## config.mk

```make
export PLATFORM = sky130hd
export DESIGN_NAME = data_memory_pipe
export DESIGN_NICKNAME = d
export VERILOG_FILES = /design/src/rtl/data_memory_pipe.sv
export SDC_FILE = /design/constraint.sdc
export NUM_CORES = 2
export LEC_CHECK = 0
export CORE_ASPECT_RATIO = 0.8
export CORE_MARGIN = 4
export CORE_UTILIZATION = 40
export CTS_CLUSTER_DIAMETER = 40
export CTS_CLUSTER_SIZE = 10
export DETAILED_ROUTE_END_ITERATION = 7
export SLEW_MARGIN = 0
export SYNTH_ARGS = -nofsm -noshare
export SYNTH_HDL_FRONTEND = slang
export SYNTH_HIERARCHICAL = 1
export SYNTH_SLANG_ARGS = --single-unit
```

## constraint.sdc

```tcl
create_clock -name clk -period 13.15 [get_ports clk]
set_input_delay 2.63 -clock clk [delete_from_list [all_inputs] [get_ports clk]]
set_output_delay 2.63 -clock clk [all_outputs]
set_load 0.05 [all_outputs]
```

## src/rtl/data_memory_pipe.sv

```systemverilog
// MEM-stage data memory: byte-enable writes, valid/ready request port and a
// fixed-latency response pipeline. The array is zero-filled by hardware after reset.

module data_memory_pipe_lane #(
  parameter int ADDR_W = 8,
  parameter int DEPTH  = 256
) (
  input  logic              clk,
  input  logic              we,
  input  logic [ADDR_W-1:0] waddr,
  input  logic [7:0]        wdata,
  input  logic [ADDR_W-1:0] raddr,
  output logic [7:0]        rdata
);
  // Storage is deliberately not reset; the INIT sweep clears it.
  logic [7:0] mem [DEPTH];

  always_ff @(posedge clk) begin
    if (we) mem[waddr] <= wdata;
  end

  assign rdata = mem[raddr];
endmodule

module data_memory_pipe #(
  parameter int DATA_W   = 8,
  parameter int ADDR_W   = 8,
  parameter int DEPTH    = 256,
  parameter int READ_LAT = 1
) (
  input  logic                clk,
  input  logic                rst_n,
  input  logic                req_valid,
  output logic                req_ready,
  input  logic                req_we,
  input  logic [ADDR_W-1:0]   req_addr,
  input  logic [DATA_W-1:0]   req_wdata,
  input  logic [DATA_W/8-1:0] req_be,
  output logic                resp_valid,
  output logic [DATA_W-1:0]   resp_rdata,
  output logic                resp_err,
  output logic                init_done
);
  localparam int NB = DATA_W / 8;
  localparam logic [ADDR_W:0] DEPTH_W = (ADDR_W+1)'(DEPTH);
  localparam logic [ADDR_W:0] LAST_W  = (ADDR_W+1)'(DEPTH - 1);

  typedef enum logic {ST_INIT, ST_RUN} state_e;

  state_e          state_q, state_d;
  logic [ADDR_W:0] sweep_q, sweep_d;

  logic                 accept, in_range;
  logic                 mem_we;
  logic [ADDR_W-1:0]    mem_waddr, mem_raddr;
  logic [DATA_W-1:0]    mem_wdata;
  logic [NB-1:0]        mem_be;
  logic [NB-1:0][7:0]   rd_lanes;
  logic [DATA_W-1:0]    rd_word;

  // Stage 0 captures the array at the accept edge; stage READ_LAT drives the port.
  logic [READ_LAT:0]             vld_pipe_q, vld_pipe_d;
  logic [READ_LAT:0]             err_pipe_q, err_pipe_d;
  logic [READ_LAT:0][DATA_W-1:0] data_pipe_q, data_pipe_d;

  assign req_ready = (state_q == ST_RUN);
  assign init_done = (state_q == ST_RUN);
  assign accept    = req_valid && req_ready;
  assign in_range  = ({1'b0, req_addr} < DEPTH_W);
  // Out-of-range reads are steered to word 0 so the array is never indexed past DEPTH.
  assign mem_raddr = in_range ? req_addr : '0;

  always_comb begin
    state_d   = state_q;
    sweep_d   = sweep_q;
    mem_we    = 1'b0;
    mem_waddr = sweep_q[ADDR_W-1:0];
    mem_wdata = '0;
    mem_be    = '0;
    case (state_q)
      ST_INIT: begin
        mem_we  = 1'b1;
        mem_be  = '1;
        sweep_d = sweep_q + 1'b1;
        if (sweep_q == LAST_W) state_d = ST_RUN;
      end
      ST_RUN: begin
        if (accept && req_we && in_range) begin
          mem_we    = 1'b1;
          mem_waddr = req_addr;
          mem_wdata = req_wdata;
          mem_be    = req_be;
        end
      end
      default: state_d = ST_INIT;
    endcase
  end

  for (genvar k = 0; k < NB; k++) begin : g_lane
    data_memory_pipe_lane #(.ADDR_W(ADDR_W), .DEPTH(DEPTH)) u_lane (
      .clk   (clk),
      .we    (mem_we && mem_be[k]),
      .waddr (mem_waddr),
      .wdata (mem_wdata[8*k +: 8]),
      .raddr (mem_raddr),
      .rdata (rd_lanes[k])
    );
  end

  assign rd_word = rd_lanes;

  always_comb begin
    vld_pipe_d  = {vld_pipe_q[READ_LAT-1:0], accept};
    err_pipe_d  = {err_pipe_q[READ_LAT-1:0], accept && !in_range};
    data_pipe_d = {data_pipe_q[READ_LAT-1:0],
                   (accept && !req_we && in_range) ? rd_word : {DATA_W{1'b0}}};
  end

  always_ff @(posedge clk or negedge rst_n) begin
    if (!rst_n) begin
      state_q     <= ST_INIT;
      sweep_q     <= '0;
      vld_pipe_q  <= '0;
      err_pipe_q  <= '0;
      data_pipe_q <= '0;
    end else begin
      state_q     <= state_d;
      sweep_q     <= sweep_d;
      vld_pipe_q  <= vld_pipe_d;
      err_pipe_q  <= err_pipe_d;
      data_pipe_q <= data_pipe_d;
    end
  end

  assign resp_valid = vld_pipe_q[READ_LAT];
  assign resp_err   = vld_pipe_q[READ_LAT] && err_pipe_q[READ_LAT];
  assign resp_rdata = vld_pipe_q[READ_LAT] ? data_pipe_q[READ_LAT] : '0;
endmodule

```

# == Word-level counts from Yosys, hierarchy flattened ==
# Memory sizes are Yosys's and may differ from the RTL's.
# Cells that the tools add are included.
# totals
register_bits,28
latch_bits,0
mem_bits_rw,2048
rom_bits,0
in_bits,21
out_inout_bits,12
n_memories,1
# mem_list
name,words,word_bits,rd,rd_clocked_by_memory_dff,write_ports,line_no,text
g_lane[0].u_lane.mem,256,8,1,0,1,16,logic [7:0] mem [DEPTH];
# op_classes
add_sub_neg,1
multipliers,0
div,0
order_cmp,0
n_eq_ne,1
n_shift,0
muxes,14
n_bitwise,1
n_reduce_logical,5
# op_table
op,count
two-way mux 8 bit,6
"adder 9 x 1 -> 9 bit, second input constant",1
"== test 9 x 8 -> 1 bit, second input constant",1
two-way mux 1 bit,6
logical AND 1 bit,4
one-hot mux 1 bit (2 select lines),2
zero test 1 bit,1
inverter 1 bit,1

# == Longest topological paths before layout ==
# logic_depth
depth_word,7
ltp_mapped,12
ltp_nobuf,7

# == Cells and area by module ==
# The synthesis kept the hierarchy.
# modules_own_cells
module,n_inst,cells_each,area_each_um2,seq_area_each_um2
data_memory_pipe_lane,1,3725,79396.1,61499.0
data_memory_pipe,1,96,1206.2,700.7

# == Worst setup path after synthesis ==
# OpenSTA, ideal clock, no wires.
# synth_timing
path_kind,input to register
startpoint,input req_we
endpoint,"memory g_lane[0].u_lane.mem[0][0], data pin"
arrival_time_ps,6286
required_ps,12285
slack_ps,5999
path_stages,4
path_cell_list,and3_1 -> buf_6 -> buf_6 -> and2_1
# synth_between
elab_chain_cells,3
# synth_rtl
item,line_no,text
start: declaration,35,"input logic req_we,"
logical AND 1 bit,88,if (accept && req_we && in_range) begin
two-way mux 8 bit,88,
two-way mux 8 bit,80,case (state_q)
via mem_wdata[0],56,logic [DATA_W-1:0] mem_wdata;
end: declaration,16,
# The timed path passes the listed nets, and every way through them passes these cells.

==> impl_metrics.toml <==
[outcome]
outcome = "finished, final reports clean"

[critical_path]
crit_path_max_incr_delay_ns = 1.06
criticalPathCategory = "in2reg"
slowest_stage = "nor4_1"
cp_max_fo = 57
crit_start = "req_addr[1]"
critPathTopFamily = "buffers and inverters"
cp_cell_sequence = "buf_8 > buf_4 > buf_4 > mux4_2 > mux4_2 > nor2b_1 > nor4_1 > nor4_2 > and2_1"
cp.arrival_ns = 7.17
critPathBufInv = 3
required_ns = 13.88
r2r_cells = 5
critical_path_depth = 9
endpoint_kind = "flop"
cp-start-kind = "primary input"
reg2reg_slack_ns = 8.40
worstReg2RegStart = "init_done"

[cts]
cts_setup_buffers = 0
cts_tree = "yes"
cts_made_buffers = 233
cts_num_sinks = 2076
postCtsHoldBufs = 0
clk_path_buf_depth = 3
cts_root_buf = "clkbuf_16"
cts_resized = 0
clk_pin_slew_ns = 0.06
htree_levels = 4
clk_latency_ns = 0.85

[logic_synthesis]
synth.avg_cell_area_um2 = 21.1
postSynthNetCount = 3844
synth_seq_cells = 2076
ys_types = 63
synth_top_flop_cell = "edfxtp_1"
async_flop_share = 0.0135
syn_area_um2 = 80600
synth_edf_count = 2048
syn_inst = 3821
seq_area_frac_synth = 0.772
synth_warnings = 6

[sta]
hold_violations = 0
slew_viol_final = 0
fin_skew_ns = 0.0443
fmax_mhz = 155
post-route-period-util = 0.490
setup-violations-final = 0
tns_ns = 0
finalCriticalPeriod_ns = 6.44
maxSlewHeadroom = 0.117
holdWs_ns = 0.353
worstMarginPinSlew_ns = 1.31
rsz0062_at_grt = "false"

[finish]
final_common_cell = "edfxtp_1"
final_cell_mix = "edfxtp_1 (2048), mux4_2 (454), nor2_1 (282)"
fillers = 16800
area_delta_synth_final_pct = 12.0
finalNetCount = 3961
drive_gt1_frac = 0.212

[routing]
drc_errors = 0
wirelength_mm = 206
drtIter0Drc = 5918
wl_met1_mm = 89.5
route.top_layer_used = "met4"
num_vias = 39900
dr_wl_met2_mm = 91.1
wire_per_inst_um = 30.6
wl_met3_mm = 20.7
viasPerCell = 5.93
antenna_left = 0
drt_pass1_iterations = 6

[hold_path]
whs_path_depth = 0
hold_start = "vld_pipe_q[0]"
hold_path_class = "reg2reg"

[die]
io_pins = 33
dieArea_um2 = 209000
fp.coreArea_um2 = 200000
start_util = 0.402
die_w_um = 510
die_y_um = 410
rows = 147

[global_route]
overflow = 0
grt_pass1_wl_mm = 295
grt_pass1_vias = 39700
grt_usage = 0.196
grt_max_degree = 257
antenna_found_initial = 7

[pwr]
switching_share = 0.203
clkPwrFrac = 0.436
power_density_nw_per_um2 = 147
p_comb_frac = 0.026
peakVddDrop_mv = 0.140
switchingPower_uw = 2700
power.leakage_uw = 0.0227
seqPwrFrac = 0.538
p_int_uw = 10600

[placed_design]
place_congestion = 0.815
numPortBuffers = 31
place_hpwl_mm = 122

[flow_run]
drv_cap = 0
cell families (layout without fill, tap and decap cells):
kind of cell / count (synthesis) / in the layout / synth area share
and+or+nand+nor: 508 / 508 / 0.0291
xor gates and xnor gates: 7 / 7 / 0.000761
buffers and inverters: 241 / 458 / 0.0187
AOI/OAI and AO/OA: 386 / 386 / 0.0338
muxes: 600 / 600 / 0.146
DFF: 2076 / 2076 / 0.772
adders and majority gates: 2 / 2 / 0.000310
other: 1 / 2 / 0.0000465
state kept, by name, indices dropped and copies added (netlist names):
signal / count
data_pipe_d: 8
data_pipe_q: 8
g_lane.u_lane/mem: 2048
init_done: 1
sweep_q: 9
vld_pipe_q: 2
Yosys cell counts (31+ instances only):
cell type,number,area (µm²)
a21oi_1,96,480
edfxtp_1,2048,61500
buf_2,31,155
nor2b_1,31,194
nor2_1,285,1070
o221ai_1,46,403
nand3_1,35,175
a22oi_1,133,998
mux2i_1,134,1340
clkbuf_1,111,417
and2_1,31,194
mux4_2,454,10200
nand2_1,38,143
final cells by class:
type,instances,area [µm²],area share
antenna,1,2.50,0.0000277
clock buffer,302,6170,0.0684
clock inverter,33,418,0.00463
inverter,3,11.3,0.000125
multi-input combinational,1504,17000,0.188
sequential,2076,62200,0.689
tap,2682,3360,0.0372
timing repair buffer,120,1080,0.0120
power groups by stage:
stage          logic, µW  registers [µW]  clock network, µW
2_1_floorplan        236            7300                  0
3_3_place_gp         349            7300                  0
3_5_place_dp         351            7300                  0
4_1_cts              352            7160               5910
5_1_grt              368            7150               6210
6_report             352            7160               5800
per-layer routing:
metal / track usage / vias to the layer above
met5: 0 / -
met4: 0.0480 / 0
met3: 0.0473 / 293
met2: 0.280 / 2010
met1: 0.303 / 21400
li1: - / 16200
through the flow:
| step | utilization | cell area, µm² | setup slack, ns | power [µW] | cells |
|---|---|---|---|---|---|
| global route | 0.450 | 90200 | 6.69 | 13700 | 6720 |
| global placement | 0.417 | 83600 | 5.37 | 7640 | 6382 |
| CTS | 0.450 | 90200 | 6.76 | 13400 | 6720 |
| floorplan | - | 80600 | 6.00 | 7530 | 3821 |
| detailed placement | 0.417 | 83600 | 5.84 | 7650 | 6385 |
| finish | 0.450 | 90200 | 6.71 | 13300 | 6721 |
path summary, 6_finish.rpt:
check,end
max,data_pipe_d[10]
min,vld_pipe_q[1]
max reg2reg,g_lane[0].u_lane/mem[235][0]
min reg2reg,vld_pipe_q[1]
max in group asynchronous,data_pipe_d[10]
min in group asynchronous,data_pipe_q[13]
worst reg2reg max path: cells and delay by family (launching register included):
family           cells  cell delay, ns
flip-flops           1            0.67
multiplexers         1            0.49
AND/OR/NAND/NOR      4            3.16
Power figures use the tool's default switching activity.
